--- config.mk ---
export PLATFORM = sky130hd
export DESIGN_NAME = systolic_ctrl
export DESIGN_NICKNAME = d
export VERILOG_FILES = /design/src/rtl/systolic_pkg.sv /design/src/rtl/systolic_feed.sv /design/src/rtl/systolic_ctrl.sv
export SDC_FILE = /design/constraint.sdc
export NUM_CORES = 1
export LEC_CHECK = 0
export BUFFER_PORTS_ARGS = -buffer_cell sky130_fd_sc_hd__buf_2
export CAP_MARGIN = 10
export CORE_MARGIN = 2
export CORE_UTILIZATION = 52
export CTS_BUF_LIST = sky130_fd_sc_hd__clkbuf_4
export CTS_CLUSTER_DIAMETER = 30
export CTS_CLUSTER_SIZE = 20
export DETAILED_ROUTE_END_ITERATION = 10
export PLACE_DENSITY_LB_ADDON = 0.15
export SYNTH_ARGS = -nofsm -noshare
export SYNTH_HDL_FRONTEND = slang
export SYNTH_SLANG_ARGS = --single-unit
--- constraint.sdc ---
create_clock -name clk -period 3.5 [get_ports clk]
set_input_delay 0.7 -clock clk [delete_from_list [all_inputs] [get_ports clk]]
set_output_delay 0.7 -clock clk [all_outputs]
set_load 0.01 [all_outputs]
--- src/rtl/systolic_pkg.sv ---
// Shared constants and types for the 3x3 systolic array controller.
package systolic_pkg;

    localparam int N             = 3;
    localparam int DW            = 8;
    localparam int CW            = 16;
    localparam int CLR_CYC_DEF   = 2;
    localparam int DRAIN_CYC_DEF = 4;
    localparam int FEED_CYC      = 2 * N - 1;

    typedef enum logic [2:0] {
        ST_LOAD  = 3'd0,
        ST_CLEAR = 3'd1,
        ST_FEED  = 3'd2,
        ST_DRAIN = 3'd3,
        ST_DONE  = 3'd4
    } state_e;

    // One matrix row, element m in bits [8m+7:8m].
    typedef logic [N-1:0][DW-1:0] row_t;
    // Full matrix, indexed [row][column].
    typedef logic [N-1:0][N-1:0][DW-1:0] mat_t;

endpackage

--- src/rtl/systolic_feed.sv ---
// Skew generator: row i of A enters i cycles late, column j of B enters j cycles late.
module systolic_feed
    import systolic_pkg::*;
(
    input  logic                 feedEn_i,
    input  logic [2:0]           t_i,
    input  mat_t                 aMat_i,
    input  mat_t                 bMat_i,
    output logic signed [DW-1:0] a0_o,
    output logic signed [DW-1:0] a1_o,
    output logic signed [DW-1:0] a2_o,
    output logic signed [DW-1:0] b0_o,
    output logic signed [DW-1:0] b1_o,
    output logic signed [DW-1:0] b2_o
);

    row_t aFeed;
    row_t bFeed;

    // Pick the diagonal element for each lane, or zero outside its window.
    always_comb begin
        for (int i = 0; i < N; i++) begin
            aFeed[i] = '0;
            bFeed[i] = '0;
            if (feedEn_i && (t_i >= 3'(i)) && ((t_i - 3'(i)) <= 3'(N - 1))) begin
                aFeed[i] = aMat_i[i][2'(t_i - 3'(i))];
                bFeed[i] = bMat_i[2'(t_i - 3'(i))][i];
            end
        end
    end

    assign a0_o = aFeed[0];
    assign a1_o = aFeed[1];
    assign a2_o = aFeed[2];
    assign b0_o = bFeed[0];
    assign b1_o = bFeed[1];
    assign b2_o = bFeed[2];

endmodule

--- src/rtl/systolic_ctrl.sv ---
// Controller for a 3x3 systolic multiplier: loads A/B, clears the array,
// feeds skewed operands, waits for the pipeline to drain and captures C.
module systolic_ctrl
    import systolic_pkg::*;
#(
    parameter int CLR_CYC   = CLR_CYC_DEF,
    parameter int DRAIN_CYC = DRAIN_CYC_DEF
)
(
    input  logic                 clk,
    input  logic                 rst,
    input  logic                 in_valid,
    output logic                 in_ready,
    input  logic [N*DW-1:0]      in_a_row,
    input  logic [N*DW-1:0]      in_b_row,
    output logic                 pe_rst_n,
    output logic signed [DW-1:0] a0,
    output logic signed [DW-1:0] a1,
    output logic signed [DW-1:0] a2,
    output logic signed [DW-1:0] b0,
    output logic signed [DW-1:0] b1,
    output logic signed [DW-1:0] b2,
    input  logic [N*N*CW-1:0]    c_in,
    output logic                 out_valid,
    input  logic                 out_ready,
    output logic [N*N*CW-1:0]    out_c,
    output logic                 busy
);

    localparam int              CNT_W      = 8;
    localparam logic [CNT_W-1:0] CLR_LAST   = CNT_W'(CLR_CYC - 1);
    localparam logic [CNT_W-1:0] FEED_LAST  = CNT_W'(FEED_CYC - 1);
    localparam logic [CNT_W-1:0] DRAIN_LAST = CNT_W'(DRAIN_CYC - 1);

    state_e                state_q,   state_d;
    logic [1:0]            beatCnt_q, beatCnt_d;
    logic [CNT_W-1:0]      cycCnt_q,  cycCnt_d;
    mat_t                  aMat_q,    aMat_d;
    mat_t                  bMat_q,    bMat_d;
    logic [N*N*CW-1:0]     outC_q,    outC_d;
    logic                  rstSeen_q;

    // Next-state logic: beat counting in LOAD, phase counting afterwards.
    always_comb begin
        state_d   = state_q;
        beatCnt_d = beatCnt_q;
        cycCnt_d  = cycCnt_q;
        aMat_d    = aMat_q;
        bMat_d    = bMat_q;
        outC_d    = outC_q;
        case (state_q)
            ST_LOAD: begin
                if (in_valid) begin
                    aMat_d[beatCnt_q] = in_a_row;
                    bMat_d[beatCnt_q] = in_b_row;
                    if (beatCnt_q == 2'(N - 1)) begin
                        beatCnt_d = '0;
                        cycCnt_d  = '0;
                        state_d   = ST_CLEAR;
                    end else begin
                        beatCnt_d = beatCnt_q + 2'd1;
                    end
                end
            end
            ST_CLEAR: begin
                cycCnt_d = cycCnt_q + 1'b1;
                if (cycCnt_q == CLR_LAST) begin
                    cycCnt_d = '0;
                    state_d  = ST_FEED;
                end
            end
            ST_FEED: begin
                cycCnt_d = cycCnt_q + 1'b1;
                if (cycCnt_q == FEED_LAST) begin
                    cycCnt_d = '0;
                    state_d  = ST_DRAIN;
                end
            end
            ST_DRAIN: begin
                cycCnt_d = cycCnt_q + 1'b1;
                if (cycCnt_q == DRAIN_LAST) begin
                    cycCnt_d = '0;
                    outC_d   = c_in;
                    state_d  = ST_DONE;
                end
            end
            ST_DONE: begin
                if (out_ready) begin
                    state_d = ST_LOAD;
                end
            end
            default: begin
                state_d = ST_LOAD;
            end
        endcase
    end

    // State registers; reset discards any partial load and the last result.
    always_ff @(posedge clk) begin
        if (rst) begin
            state_q   <= ST_LOAD;
            beatCnt_q <= '0;
            cycCnt_q  <= '0;
            aMat_q    <= '0;
            bMat_q    <= '0;
            outC_q    <= '0;
        end else begin
            state_q   <= state_d;
            beatCnt_q <= beatCnt_d;
            cycCnt_q  <= cycCnt_d;
            aMat_q    <= aMat_d;
            bMat_q    <= bMat_d;
            outC_q    <= outC_d;
        end
    end

    // Remembers that reset was sampled so the array stays cleared for that cycle.
    always_ff @(posedge clk) begin
        rstSeen_q <= rst;
    end

    systolic_feed uFeed (
        .feedEn_i (state_q == ST_FEED),
        .t_i      (cycCnt_q[2:0]),
        .aMat_i   (aMat_q),
        .bMat_i   (bMat_q),
        .a0_o     (a0),
        .a1_o     (a1),
        .a2_o     (a2),
        .b0_o     (b0),
        .b1_o     (b1),
        .b2_o     (b2)
    );

    assign in_ready  = (state_q == ST_LOAD);
    assign busy      = (state_q != ST_LOAD);
    assign out_valid = (state_q == ST_DONE);
    assign pe_rst_n  = !rstSeen_q && (state_q != ST_CLEAR);
    assign out_c     = outC_q;

endmodule

**Yosys cells after proc, flatten, opt, wreduce, memory -nomap -nowiden**

Index checks and enable logic that the tools add are counted.

- Register bits after elaboration: 302
- Output and inout port bits: 196

- $add $sub $neg: 4
- Order comparisons: 11
- Mux-type cells: 36
- Equality and inequality tests: 15
- Reduce and logical (&&, ||, !) cells: 16

Operators by type and width:

| kind | count |
|---|---|
| 24-bit binary-select mux with 2-bit select | 3 |
| 72-bit bitwise mux | 2 |
| 8-bit two-way mux | 15 |
| 8-bit binary-select mux with 2-bit select | 3 |
| 24-bit demux with 2-bit select | 1 |
| 24-bit two-way mux | 2 |
| 8-bit case mux with 4 select lines | 1 |
| 3-bit two-way mux | 6 |
| 16-bit two-way mux | 1 |
| 3-bit case mux with 5 select lines | 1 |
| 2-bit by 3-bit < comparator with 1-bit output, second input constant | 4 |
| 3-bit by 2-bit <= comparator with 1-bit output, second input constant | 3 |
| 8-bit by 1-bit adder with 8-bit output, second input constant | 1 |
| 8-bit by 1-bit equality test with 1-bit output, second input constant | 1 |
| 8-bit by 2-bit equality test with 1-bit output, second input constant | 1 |
| 8-bit by 3-bit equality test with 1-bit output, second input constant | 1 |
| 1-bit logical AND | 8 |
| 2-bit != test, second input constant | 4 |
| 3-bit by 2-bit equality test with 1-bit output, second input constant | 2 |
| 3-bit by 1-bit >= comparator with 1-bit output, second input constant | 2 |
| 6-bit AND reduction | 1 |
| 2-bit by 1-bit != test with 1-bit output, second input constant | 2 |
| 2-bit AND reduction | 2 |
| 4-bit nonzero test | 1 |
| 14 further kinds | 14 |

**Longest topological paths before layout**

Gate-level depths: netlist of run 1.

- Depth after elaboration: 5
- Mapped depth: 10
- Depth with buffers taken out: 6

**Hierarchy**

Synthesis of run 1 repeated with hierarchy kept, for this count alone.

- Cell total of the unflattened synthesis: 1,559
- Area total of the unflattened synthesis: 12,079.1 µm²

Modules (own cells, without submodules):

| module | instances | cells an instance | area an instance (µm²) |
|---|---|---|---|
| systolic_ctrl | 1 | 1,359 | 10,660.2 |
| systolic_feed | 1 | 200 | 1,418.9 |

**Worst setup path before layout of run 1**

OpenSTA, ideal clock, no wires.

- Path type: register -> output
- Start point: register cycCnt_q[0]
- End point: output a1[5]
- Cell stages (with the launch flop): 11
- Data arrival time: 2.492 ns
- Slack: 0.308 ns
- Cells stage by stage: dfxtp_1 -> inv_1 -> clkbuf_1 -> clkbuf_1 -> ha_1 -> clkbuf_1 -> buf_1 -> mux2i_1 -> nor2_1 -> a21oi_1 -> nor2_1

- Word-level cells in the longest chain between the ends: 4
- Elaborated cells on any way between the ends: 8

RTL lines:

| what | RTL line | text |
|---|---|---|
| start: declaration | systolic_ctrl.sv:37 | `logic [CNT_W-1:0] cycCnt_q, cycCnt_d;` |
| start signal: assignment | systolic_ctrl.sv:110 | `cycCnt_q <= cycCnt_d;` |
| 3-bit by 1-bit subtractor with 3-bit output / 3-bit by 1-bit >= comparator with 1-bit output (equally long branches) | systolic_feed.sv:25 | `if (feedEn_i && (t_i >= 3'(i)) && ((t_i - 3'(i)) <= 3'(N - 1))) begin` |
| 3-bit by 2-bit <= comparator with 1-bit output, or another cell as far along | systolic_feed.sv:25 |  |
| 1-bit logical AND / 8-bit two-way mux (equally long branches) | systolic_feed.sv:25, systolic_feed.sv:26 |  |
| 8-bit two-way mux * | systolic_feed.sv:25 |  |
| end: declaration | systolic_ctrl.sv:18 | `output logic signed [DW-1:0] a1,` |

Every way passes the cells marked *; elsewhere a longest branch is shown, timed or not. The select of a mux whose other input is x is not followed.

**Worst setup path in the final report of run 1**

- Start point: register cycCnt_q[0]
- End point: output a1[7]

The elaborated chain is that of the path after synthesis.

==> qor.yml, run 1 <==
cts:
  cts-hold-fix-buffers: 0
  cts-root-buf: "clkbuf_4"
  cts_sinks: 302
  cts_made_buffers: 57
  clkTransAtPathRegs_ns: 0.09
  cts_max_path_buffers: 3
  clk_latency_ns: 0.70
  cts_tree: "yes"
  cts_max_level: 2
critical_path:
  r2r-start: "cycCnt_q[1]"
  cp.required_ns: 2.80
  critPathSlowestCell: "buf_4"
  cp_max_fo: 41
  path_buf_inv: 3
  path_common_cell: "buf_4"
  worstPathArrival_ns: 2.66
  path_cells: "buf_4, ha_1, nand2b_1, a21boi_0, o211ai_1, buf_4, nor2_1, buf_2"
  reg2reg_depth: 7
  rr_endpoint: "out_c[61]"
  endpoint_kind: "output pin"
  r2r_setup_slack_ns: 0.73
  cp_top_family: "buffers and inverters"
  start_kind: "flop"
  cpPeakStageDelay_ns: 0.44
  worstSetupPathType: "flop to output pin"
min_path:
  holdPathStages: 3
  hp-start: "c_in[24]"
  worstHoldEndpoint: "out_c[24]"
  holdCritPathClass: "input port to flop"
placement:
  gp_congestion: 0.814
  hpwl_um: 23500
  port_buffers: 391
sta:
  setup_viol: 0
  min_period_over_period: 0.960
  hold_viol_final: 0
  clock.fmax_mhz: 298
  finClkSkew_ns: 0.0243
  fin_setup_tns_ns: 0
  slew_headroom: 0.158
  period_minus_slack_ns: 3.36
  rsz0062_at_grt: "false"
  worst_pin_slew_ns: 1.26
  drv_slew: 0
yosys:
  postSynthAreaPerCell_um2: 7.54
  synth_edf_count: 0
  synthDistinctLibCells: 40
  synth_async_sr_flop_share: 0
  yosysWarningCount: 0
  syn_inst: 1575
  ys.flop_type: "dfxtp_1"
  syn_area_um2: 11900
  synth_seq_area_share: 0.509
  ys_ff_latch: 302
  synth_nets: 1779
global_route:
  antenna_found_initial: 10
  grt_pass1_wl_um: 55900
  grt_pass1_vias: 10900
  overflow: 0
  grt_usage: 0.285
  grt_max_degree: 241
die:
  die_w_um: 155
  rows: 55
  die-area_um2: 24100
  initial_core_util: 0.528
  design.portCount: 392
  die_height_um: 155
  core-area_um2: 22500
drt:
  drc: 0
  drt_iter0_markers: 1056
  wirelength_um: 35600
  antenna_left: 0
  vias_per_cell: 5.20
  vias: 11800
  wire_per_inst_um: 15.7
  first_pass_iters: 6
finish:
  drive_gt1_frac: 0.268
  final_common_cell: "nand2_1"
  area_growth_pct: 26.3
  final_util: 0.666
  mostFrequentLayoutCells: "584 x nand2_1, 390 x buf_2, 340 x a21oi_1"
  nets: 2133
power_and_ir_drop:
  power.density_nw_per_um2: 476
  leakage_uw: 0.00611
  max-vdd-ir-drop_uv: 275
flow_run:
  cap_violations: 0
outcome:
  run_status: "completed"
repair_timing:
| action | CTS | global route |
|---|---|---|
| cloned | 0 | 0 |
| endpoints found under the hold margin | 0 | 0 |
| setup endpoints to repair | 24 | 18 |
| pin swaps | 1 | 1 |
| gates resized for setup | 3 | 4 |
| buffers inserted | 1 | 1 |
tightest hold or removal path, delay by kind of cell:
family,cells,cell delay (ns)
and+or+nand+nor,1,0.04
buffers and inverters,1,0.10
AOI/OAI and AO/OA,1,0.05
cell usage after synthesis, drive strengths merged (2+ instances only):
cell,number,area (µm²)
or4,2,18.8
a221o,2,20.0
clkbuf,91,342
nor4,5,46.3
ha,8,100
o211ai,2,15.0
nor3,10,50.1
dfxtp,302,6050
a21boi,2,15.0
a211oi,3,22.5
a21oi,340,1700
or3,5,31.3
a21o,2,15.0
xnor2,2,17.5
nand2b,3,18.8
inv,8,30.0
nand3b,2,15.0
buf,31,149
nor2,103,387
o21ai,3,15.0
nand3,2,10.0
nand2,584,2190
mux2i,49,490
power by group:
group | total [µW] | switching (µW) | internal (µW)
sequential | 3540 | 38.7 | 3510
clock | 3150 | 1490 | 1660
combinational | 433 | 268 | 165
total | 7130 | 1800 | 5330
metal layers:
metal | track usage | up-vias | share of wire
li1 | - | 5882 | -
met1 | 0.363 | 5375 | 0.41
met2 | 0.467 | 438 | 0.48
met3 | 0.0694 | 88 | 0.079
met4 | 0.114 | 2 | 0.030
met5 | 0 | - | 0.00037
flip-flops by register name, summed over array words and instances, names as in the netlist:
signal	flops
aMat_q	72
state_q	3
out_c	144
rstSeen_q	1
cycCnt_q	8
bMat_q	72
beatCnt_q	2
logic make-up after synthesis:
group	share of synthesized area
adders and majority gates	0.00843
DFF	0.509
AOI/OAI and AO/OA	0.157
muxes	0.0423
buffers and inverters	0.0438
and+or+nand+nor	0.238
xor gates and xnor gates	0.00148
final cells by class:
type                            instances  area (µm²)
Multi-Input combinational cell       1143        5350
Clock inverter                         44         510
Sequential cell                       302        6050
Clock buffer                           61         458
Tap cell                              285         357
Inverter                                8        30.0
Timing Repair Buffer                  417        2220
Antenna cell                            8        20.0
Fill cell                            2012        7510
worst max path at each step:
stage                      startpoint  cells after the start    end
after floorplan           cycCnt_q[0]                     10  a1[5]
after global placement    cycCnt_q[2]                      6  b2[0]
after detailed placement  cycCnt_q[2]                      6  b2[4]
after CTS                 cycCnt_q[1]                      8  a1[6]
after global routing      cycCnt_q[0]                      8  b1[3]
final                     cycCnt_q[0]                      8  a1[7]
through the flow:
step	hold slack (ns)	instances	setup slack (ns)	power [µW]	cell area [µm²]
after detailed placement	0.443	2153	0.636	4050	14000
after CTS	0.159	2259	0.0606	7190	14900
final	0.226	2268	0.142	7130	15000
after floorplan	0.436	1575	0.308	3850	11900
after global routing	0.175	2267	0.00891	7430	15000
after global placement	0.439	2153	0.712	4050	14000
Note: power is estimated with default switching activity, not from simulation.
==> run 2, diff against run 1 <==
--- a/config.mk
+++ b/config.mk
@@ -7,12 +7,12 @@
 export LEC_CHECK = 0
 export BUFFER_PORTS_ARGS = -buffer_cell sky130_fd_sc_hd__buf_2
 export CAP_MARGIN = 10
-export CORE_MARGIN = 2
-export CORE_UTILIZATION = 52
+export CORE_AREA = 2 2 153 155
 export CTS_BUF_LIST = sky130_fd_sc_hd__clkbuf_4
 export CTS_CLUSTER_DIAMETER = 30
 export CTS_CLUSTER_SIZE = 20
 export DETAILED_ROUTE_END_ITERATION = 10
+export DIE_AREA = 0 0 155 157
 export PLACE_DENSITY_LB_ADDON = 0.15
 export SYNTH_ARGS = -nofsm -noshare
 export SYNTH_HDL_FRONTEND = slang
==> constraint.sdc (replaced) <==
create_clock -name clk -period 4 [get_ports clk]
set_input_delay 0.8 -clock clk [delete_from_list [all_inputs] [get_ports clk]]
set_output_delay 0.8 -clock clk [all_outputs]
set_load 0.01 [all_outputs]
==> qor.yml, run 2 (synthesis gave the netlist of run 1 again) <==
finish:
  area_growth_pct: 26.5
  nFillCells: 2013
  drive_gt1_frac: 0.269
  final_common_cell: "nand2_1"
  largest_register_ffs: 144
  final_cell_area_um2: 15000
  instances_no_fill: 2267
  nets: 2133
  multi_input_area_um2: 5330
  register_area_um2: 6050
  mostFrequentLayoutCells: "584 x nand2_1, 390 x buf_2, 340 x a21oi_1"
sta:
  drv_slew: 0
  slew_headroom: 0.282
  clock.fmax_mhz: 266
  period_minus_slack_ns: 3.76
  setup_viol: 0
  finClkSkew_ns: 0.0394
  fin_setup_tns_ns: 0
  hold_viol_final: 0
  worst_pin_slew_ns: 1.08
  rsz0062_at_grt: "false"
  min_period_over_period: 0.940
global_route:
  overflow: 0
  grt_max_degree: 182
  grt_usage: 0.284
  antenna_found_initial: 4
  grt_pass1_vias: 10800
  grt_pass1_wl_um: 56000
flow_run:
  cap_violations: 0
critical_path:
  critPathSlowestCell: "ha_2"
  path_common_cell: "nor2_1"
  worstSetupPathType: "flop to output pin"
  worstPathArrival_ns: 2.96
  path_buf_inv: 3
  start_kind: "flop"
  path_cells: "inv_1, ha_2, buf_4, mux2i_1, nor2_1, a21oi_1, nor2_1, buf_2"
  cpPeakStageDelay_ns: 0.59
  endpoint_kind: "output pin"
  cp_max_fo: 13
  cp.required_ns: 3.20
  cp_top_family: "buffers and inverters"
cts:
  cts_tree: "yes"
  clk_latency_ns: 0.72
  cts_made_buffers: 58
  cts-root-buf: "clkbuf_4"
  cts-hold-fix-buffers: 0
  cts_sinks: 302
  cts_max_level: 2
  clkTransAtPathRegs_ns: 0.10
  cts_max_path_buffers: 3
placement:
  place_area_um2: 14000
  gp_congestion: 0.841
  dp_cells: 2154
  port_buffers: 391
  hpwl_um: 24800
drt:
  vias: 11900
  vias_per_cell: 5.24
  wire_per_inst_um: 16.3
  antenna_left: 0
  first_pass_iters: 5
  drc: 0
  wirelength_um: 36900
  drt_iter0_markers: 820
die:
  design.portCount: 392
  die_w_um: 155
  die-area_um2: 24300
  core-area_um2: 22500
  rows: 55
  die_height_um: 157
  initial_core_util: 0.528
power_and_ir_drop:
  max-vdd-ir-drop_uv: 324
  power_uw: 6400
  leakage_uw: 0.00610
  power.density_nw_per_um2: 426
min_path:
  holdCritPathClass: "input port to flop"
outcome:
  run_status: "completed"
## run 2: layer usage
layer | up-vias | routed length [µm] | track usage
met5 | - | 13 | 0
met4 | 2 | 877 | 0.0895
met3 | 76 | 3030 | 0.0702
met2 | 463 | 18000 | 0.485
met1 | 5459 | 14900 | 0.355
li1 | 5881 | - | -
## run 2: repair_timing
action,in CTS,in global routing
setup buffers,0,0
gates resized for setup,0,1
setup endpoints to repair,0,16
## run 2: report_power, final
part           leakage, µW  total (µW)  internal, µW  switching, µW
logic              0.00313         384           145            239
clock network     0.000529        2910          1570           1340
registers          0.00244        3100          3070           34.3
## run 2: final timing paths
kind | from | to | slack [ns] | cells past startpoint
setup / recovery | cycCnt_q[1] | b1[5] | 0.24 | 8
setup reg to reg | cycCnt_q[0] | out_c[37] | 1.18 | 7
hold / removal | c_in[112] | out_c[112] | 0.31 | 3
hold reg to reg | out_c[79] | out_c[79] | 0.45 | 2
## run 2: cell type report
class                      count  share of cell area
antenna                        3            0.000500
clock buffer                  65              0.0325
clock inverter                45              0.0374
inverter                       8             0.00200
multi-input combinational   1143               0.355
sequential                   302               0.403
tap                          285              0.0238
timing repair buffer         416               0.146
## run 2: worst register-to-register path, cell delays in order, from the launching register on
cell and delay [ns]:
dfxtp_1 0.34, buf_4 0.44, ha_1 0.32, nand4b_1 0.20, or4_4 0.78, buf_12 0.34
nand2_1 0.18, a21oi_1 0.08
## run 2: stage by stage
| step | setup WS, ns | hold slack, ns | util |
|---|---|---|---|
| 6_report | 0.240 | 0.306 | 0.667 |
| 3_3_place_gp | 0.974 | 0.438 | 0.620 |
| 5_1_grt | 0.0120 | 0.258 | 0.667 |
| 3_5_place_dp | 0.869 | 0.443 | 0.620 |
| 4_1_cts | 0.0550 | 0.247 | 0.667 |
| 2_1_floorplan | 0.708 | 0.436 | - |
